<file path="config.mk">
export PLATFORM = sky130hd
export DESIGN_NAME = tuner_dac_slew_ctrl
export DESIGN_NICKNAME = d
export VERILOG_FILES = /design/src/rtl/tuner_phy_pkg.sv /design/src/rtl/tuner_dac_slew_ctrl.sv
export SDC_FILE = /design/constraint.sdc
export NUM_CORES = 1
export LEC_CHECK = 0
export BUFFER_PORTS_ARGS = -buffer_cell sky130_fd_sc_hd__buf_2
export CORE_MARGIN = 2
export CORE_UTILIZATION = 59
export DETAILED_ROUTE_END_ITERATION = 10
export PLACE_DENSITY = 0.8
export SLEW_MARGIN = 20
export SYNTH_ARGS = -nofsm -noshare
export SYNTH_HDL_FRONTEND = slang
export SYNTH_SLANG_ARGS = --single-unit
</file>
<file path="constraint.sdc">
create_clock -name i_clk -period 8 [get_ports i_clk]
set_clock_uncertainty 0.05 [all_clocks]
set_input_delay 1.6 -clock i_clk [delete_from_list [all_inputs] [get_ports i_clk]]
set_output_delay 1.6 -clock i_clk [all_outputs]
set_load 0.03 [all_outputs]
</file>
<file path="src/rtl/tuner_phy_pkg.sv">
// Shared types for the tuner PHY blocks.
//   tuner_dac_slew_state_e : state encoding of the ring-tune DAC slew controller,
//                            also exported on its o_state_mon port.
package tuner_phy_pkg;

  typedef enum logic [1:0] {
    IDLE   = 2'd0,
    STEP   = 2'd1,
    SETTLE = 2'd2,
    DONE   = 2'd3
  } tuner_dac_slew_state_e;

endpackage

</file>
<file path="src/rtl/tuner_dac_slew_ctrl.sv">
// Ring-tune DAC slew controller. Sits between the ctrl arbitration stage and
// the AFE DAC. It walks the DAC code toward a requested target in steps of at
// most MAX_STEP and waits SETTLE_CYCLES after every accepted AFE write.
//
// Ports
//   i_clk, i_rst_n        clock, async active-low reset
//   i_tune_val/o_tune_rdy upstream request handshake, i_tune_code = target
//   o_dig_afe_ring_tune   code presented to the AFE DAC
//   o_afe_ring_tune_val   AFE write valid, i_afe_ring_tune_rdy = AFE accept
//   o_tune_done           one-cycle pulse: target reached and settled
//   o_state_mon           current FSM state
//
// state  | meaning
// IDLE   | waiting for a request; only state with o_tune_rdy = 1
// STEP   | AFE write of the next code pending, held until AFE accepts
// SETTLE | counting down settle time after an accepted write
// DONE   | target reached and settled; done pulse for one cycle
module tuner_dac_slew_ctrl
  import tuner_phy_pkg::*;
#(
  parameter int DAC_WIDTH     = 8,
  parameter int MAX_STEP      = 4,
  parameter int SETTLE_CYCLES = 8,
  parameter int RESET_CODE    = 0
) (
  input  logic                  i_clk,
  input  logic                  i_rst_n,
  input  logic                  i_tune_val,
  input  logic [DAC_WIDTH-1:0]  i_tune_code,
  output logic                  o_tune_rdy,
  output logic [DAC_WIDTH-1:0]  o_dig_afe_ring_tune,
  output logic                  o_afe_ring_tune_val,
  input  logic                  i_afe_ring_tune_rdy,
  output logic                  o_tune_done,
  output tuner_dac_slew_state_e o_state_mon
);

  localparam int                   CNT_W       = (SETTLE_CYCLES > 1) ? $clog2(SETTLE_CYCLES) : 1;
  localparam logic [CNT_W-1:0]     SETTLE_LOAD = CNT_W'(SETTLE_CYCLES - 1);
  localparam logic [DAC_WIDTH-1:0] MAX_STEP_C  = DAC_WIDTH'(MAX_STEP);
  localparam logic [DAC_WIDTH-1:0] RESET_C     = DAC_WIDTH'(RESET_CODE);

  tuner_dac_slew_state_e state_q, state_d;
  logic [DAC_WIDTH-1:0]  cur_q, tgt_q;
  logic [CNT_W-1:0]      cnt_q;

  logic                  step_up;
  logic [DAC_WIDTH-1:0]  diff, step, next_code;
  logic                  accept;

  // Step size is clamped to the remaining distance, so cur +/- step always
  // lands between cur and tgt: no wrap and no overshoot, even full-scale.
  always_comb begin
    step_up   = tgt_q > cur_q;
    diff      = step_up ? (tgt_q - cur_q) : (cur_q - tgt_q);
    step      = (diff > MAX_STEP_C) ? MAX_STEP_C : diff;
    next_code = step_up ? (cur_q + step) : (cur_q - step);
  end

  // Gated with i_rst_n so upstream never sees ready while reset is held.
  assign o_tune_rdy          = (state_q == IDLE) && i_rst_n;
  assign accept              = i_tune_val && o_tune_rdy;
  assign o_afe_ring_tune_val = (state_q == STEP);
  assign o_dig_afe_ring_tune = (state_q == STEP) ? next_code : cur_q;
  assign o_tune_done         = (state_q == DONE);
  assign o_state_mon         = state_q;

  always_comb begin
    state_d = state_q;
    case (state_q)
      IDLE:    if (accept) state_d = (i_tune_code == cur_q) ? DONE : STEP;
      STEP:    if (i_afe_ring_tune_rdy) state_d = SETTLE;
      SETTLE:  if (cnt_q == '0) state_d = (cur_q == tgt_q) ? DONE : STEP;
      DONE:    state_d = IDLE;
      default: state_d = IDLE;
    endcase
  end

  always_ff @(posedge i_clk or negedge i_rst_n) begin
    if (!i_rst_n) begin
      state_q <= IDLE;
      cur_q   <= RESET_C;
      tgt_q   <= RESET_C;
      cnt_q   <= '0;
    end else begin
      state_q <= state_d;
      case (state_q)
        IDLE:   if (accept) tgt_q <= i_tune_code;
        STEP: begin
          if (i_afe_ring_tune_rdy) begin
            cur_q <= next_code;
            cnt_q <= SETTLE_LOAD;
          end
        end
        SETTLE: if (cnt_q != '0) cnt_q <= cnt_q - 1'b1;
        default: ;
      endcase
    end
  end

endmodule

</file>
==> impl_metrics.ini <==
[global_route]
grt_pass1_wl_mm = 8.18
globalRouteOverflowTotal = 0
track_usage_pct = 24.8
grt_max_degree = 23
antenna_found_initial = 0
grt_pass1_vias = 1870

[critical_path]
crit_arrival_ns = 5.73
cp_top_family = compound AO/OA/AOI/OAI gates
worstPathRequired_ns = 6.35
crit_path_start_kind = flip-flop
worstPathCellList = ha_1 -> fa_1 -> nand3b_1 -> a21oi_2 -> o21a_1 -> nand3_1 -> a21o_1 -> a211oi_4 -> nand2_2 -> a21oi_1 -> nand2_1 -> ha_1 -> a22oi_1 -> ha_1 -> nor2b_1 -> o21ai_0 -> nand2_1 -> nand3_1 -> a31oi_1 -> nor2_1 -> and4_1 -> nor4_2 -> xnor2_1 -> buf_2
crit_top_cell = ha_1
cp-end-kind = output port
max_stage_delay_ns = 0.44
path_buf_inv = 1
timing.rr.start = cur_q[0]
crit_path_top_delay_cell = dfrtp_1
cp-startpoint = cur_q[0]
path_class = flip-flop to output port
cp_max_fo = 11

[synthesis]
synth_edf_count = 0
synth_adder_area_share_pct = 16.9
ys_seq_area_share_pct = 23.8
avgSynthCellArea_um2 = 8.06
synthSimpleGateAreaFrac_pct = 21.0
synth_mux_area_share_pct = 3.29
synth_compound_area_share_pct = 20.3
ys_top_cells_by_count = nand2_1 (34), o21ai_0 (30), ha_1 (25), inv_1 (24), dfrtp_1 (21)
yosysTopAreaCell = dfrtp_1
synthTopCellsByArea = dfrtp_1 (24%), ha_1 (14%), o21ai_0 (6.8%)
synth_xor_area_share_pct = 7.93
async_flop_share_pct = 100
syn_area_um2 = 2210
synth_cells = 274
netlist.area_leader.share_pct = 23.8
yosysUniqueCellTypes = 45
synth_flop_cell = dfrtp_1
yosysMostFrequentCell = nand2_1
syn-num-nets = 314
synth_top_family_by_area = simple AND/OR/NAND/NOR gates
synth_seq_cells = 21
synth_warnings = 0

[routing]
firstDrtPassIters = 4
ant_nets = 0
drt_wl_total_mm = 4.79
viasPerCell = 5.72
drc_errors = 0
wl_per_cell_um = 14.2
drt_iter0_drc = 119
vias = 1935

[worst_hold_path]
worst_hold_path_type = flip-flop to flip-flop
hp-start = tgt_q[7]

[sta]
worst_pin_slew_ns = 0.551
max_freq_ghz = 0.135
hold_violations = 0
final-max-slew-violation-count = 0
grt_setup_unrepaired = no
period_minus_slack_ns = 7.38
period_share_pct = 92.3
setup_viol_count_final = 0
relSlewSlack_pct = 63.3
setup_tns_ns = 0

[cts]
cts_setup_buffers = 0
cts_tree = done
cts-hold-fix-buffers = 0
numCtsBuffers = 3
cts-resized-gates = 0
clock_sinks = 21
clockBufferDepth = 2
root_buffer = clkbuf_8
cts_htree_levels = 1
clkTransAtPathRegs_ns = 0.08
clock_latency_ns = 0.27

[floorplan]
io_pins = 25
start_util_pct = 60.8
num_rows = 22
die_h_um = 65.2
die_x_um = 65.2
core_um2 = 3630
die_area_um2 = 4250

[cells_and_area]
diodes = 0
drive_gt1_share_pct = 13.1
final_area_um2 = 2370
syn_to_final_growth_pct = 7.54
nets = 331

[placed_design]
hpwl_mm = 3.79
postPlaceCellArea_um2 = 2330
numPortBuffers = 24
gp_congestion = 0.910

[outcome]
status = finished clean

[job]
maxCapViolCount = 0
## through the flow
step	hold WS (ns)	instances	setup WS, ns	utilization, %
CTS	0.494	338	0.616	65.4
global placement	0.459	334	1.06	64.1
detailed placement	0.474	334	0.937	64.1
finish	0.487	338	0.617	65.4
floorplan	0.435	274	1.57	-
global route	0.524	338	0.0488	65.4
## layout make-up
class | count | area (um2)
repair buffers | 24 | 120
flip-flops and latches | 21 | 526
clock inverters | 1 | 5.00
inverters | 24 | 90.1
fillers | 319 | 1260
clock buffers | 3 | 41.3
well taps | 48 | 60.1
multi-input cells | 217 | 1530
## metal layers
layer | vias up | GRT usage (%) | part of all wire [%]
met5 | - | 0 | 0
met4 | 0 | 8.33 | 1.3
met3 | 5 | 2.23 | 3.6
met2 | 34 | 43.0 | 49
met1 | 914 | 32.5 | 46
li1 | 982 | - | -
## final timing paths
path                            depth (start not counted)  slack (ns)                endpoint
min in group asynchronous                               1        1.24                cur_q[1]
worst min register to register                          1        0.49                tgt_q[7]
worst max register to register                         23        2.61                cur_q[7]
worst min-delay path                                    1        0.49                tgt_q[7]
max in group asynchronous                               1        6.32                cur_q[7]
worst max-delay path                                   24        0.62  o_dig_afe_ring_tune[7]
## flip-flops by register name, summed over array words and instances (netlist names)
signal,count
cnt_q,3
cur_q,8
o_state_mon,2
tgt_q,8
## worst reg2reg max path, stage by stage (launching register included)
cell      delay, ns
dfrtp_1        0.44
ha_1           0.25
fa_1           0.39
nand3b_1       0.20
a21oi_2        0.23
o21a_1         0.37
nand3_1        0.16
a21o_1         0.23
a211oi_4       0.32
nand2_2        0.12
a21oi_1        0.24
nand2_1        0.09
ha_1           0.29
a22oi_1        0.27
ha_1           0.16
nor2b_1        0.11
o21ai_0        0.08
nand2_1        0.11
nand3_1        0.10
a31oi_1        0.34
nor2_1         0.10
and4_1         0.23
nor4_2         0.29
xnor2_1        0.15
## logic make-up (layout without fill, tap and decap cells)
kind of cell / after synthesis / count (layout)
buffers and inverters: 36 / 52
AND/OR/NAND/NOR: 90 / 90
flip-flops: 21 / 21
AO/OA/AOI/OAI: 72 / 72
adder cells (fa/ha/maj): 28 / 28
multiplexers: 7 / 7
XOR/XNOR: 20 / 20
## placed cells by master (no fill, tap or decap), drive strengths merged, types with 7 or more instances in the layout
cell / count
a21oi: 18
buf: 24
dfrtp: 21
ha: 25
inv: 24
nand2: 35
nand3: 7
nand3b: 7
nor2: 14
o21ai: 32
xnor2: 8
xor2: 12
Power is left out: the tool's default activity adds up to more than one toggle a clock period on the data nets, which glitch-free logic cannot reach.
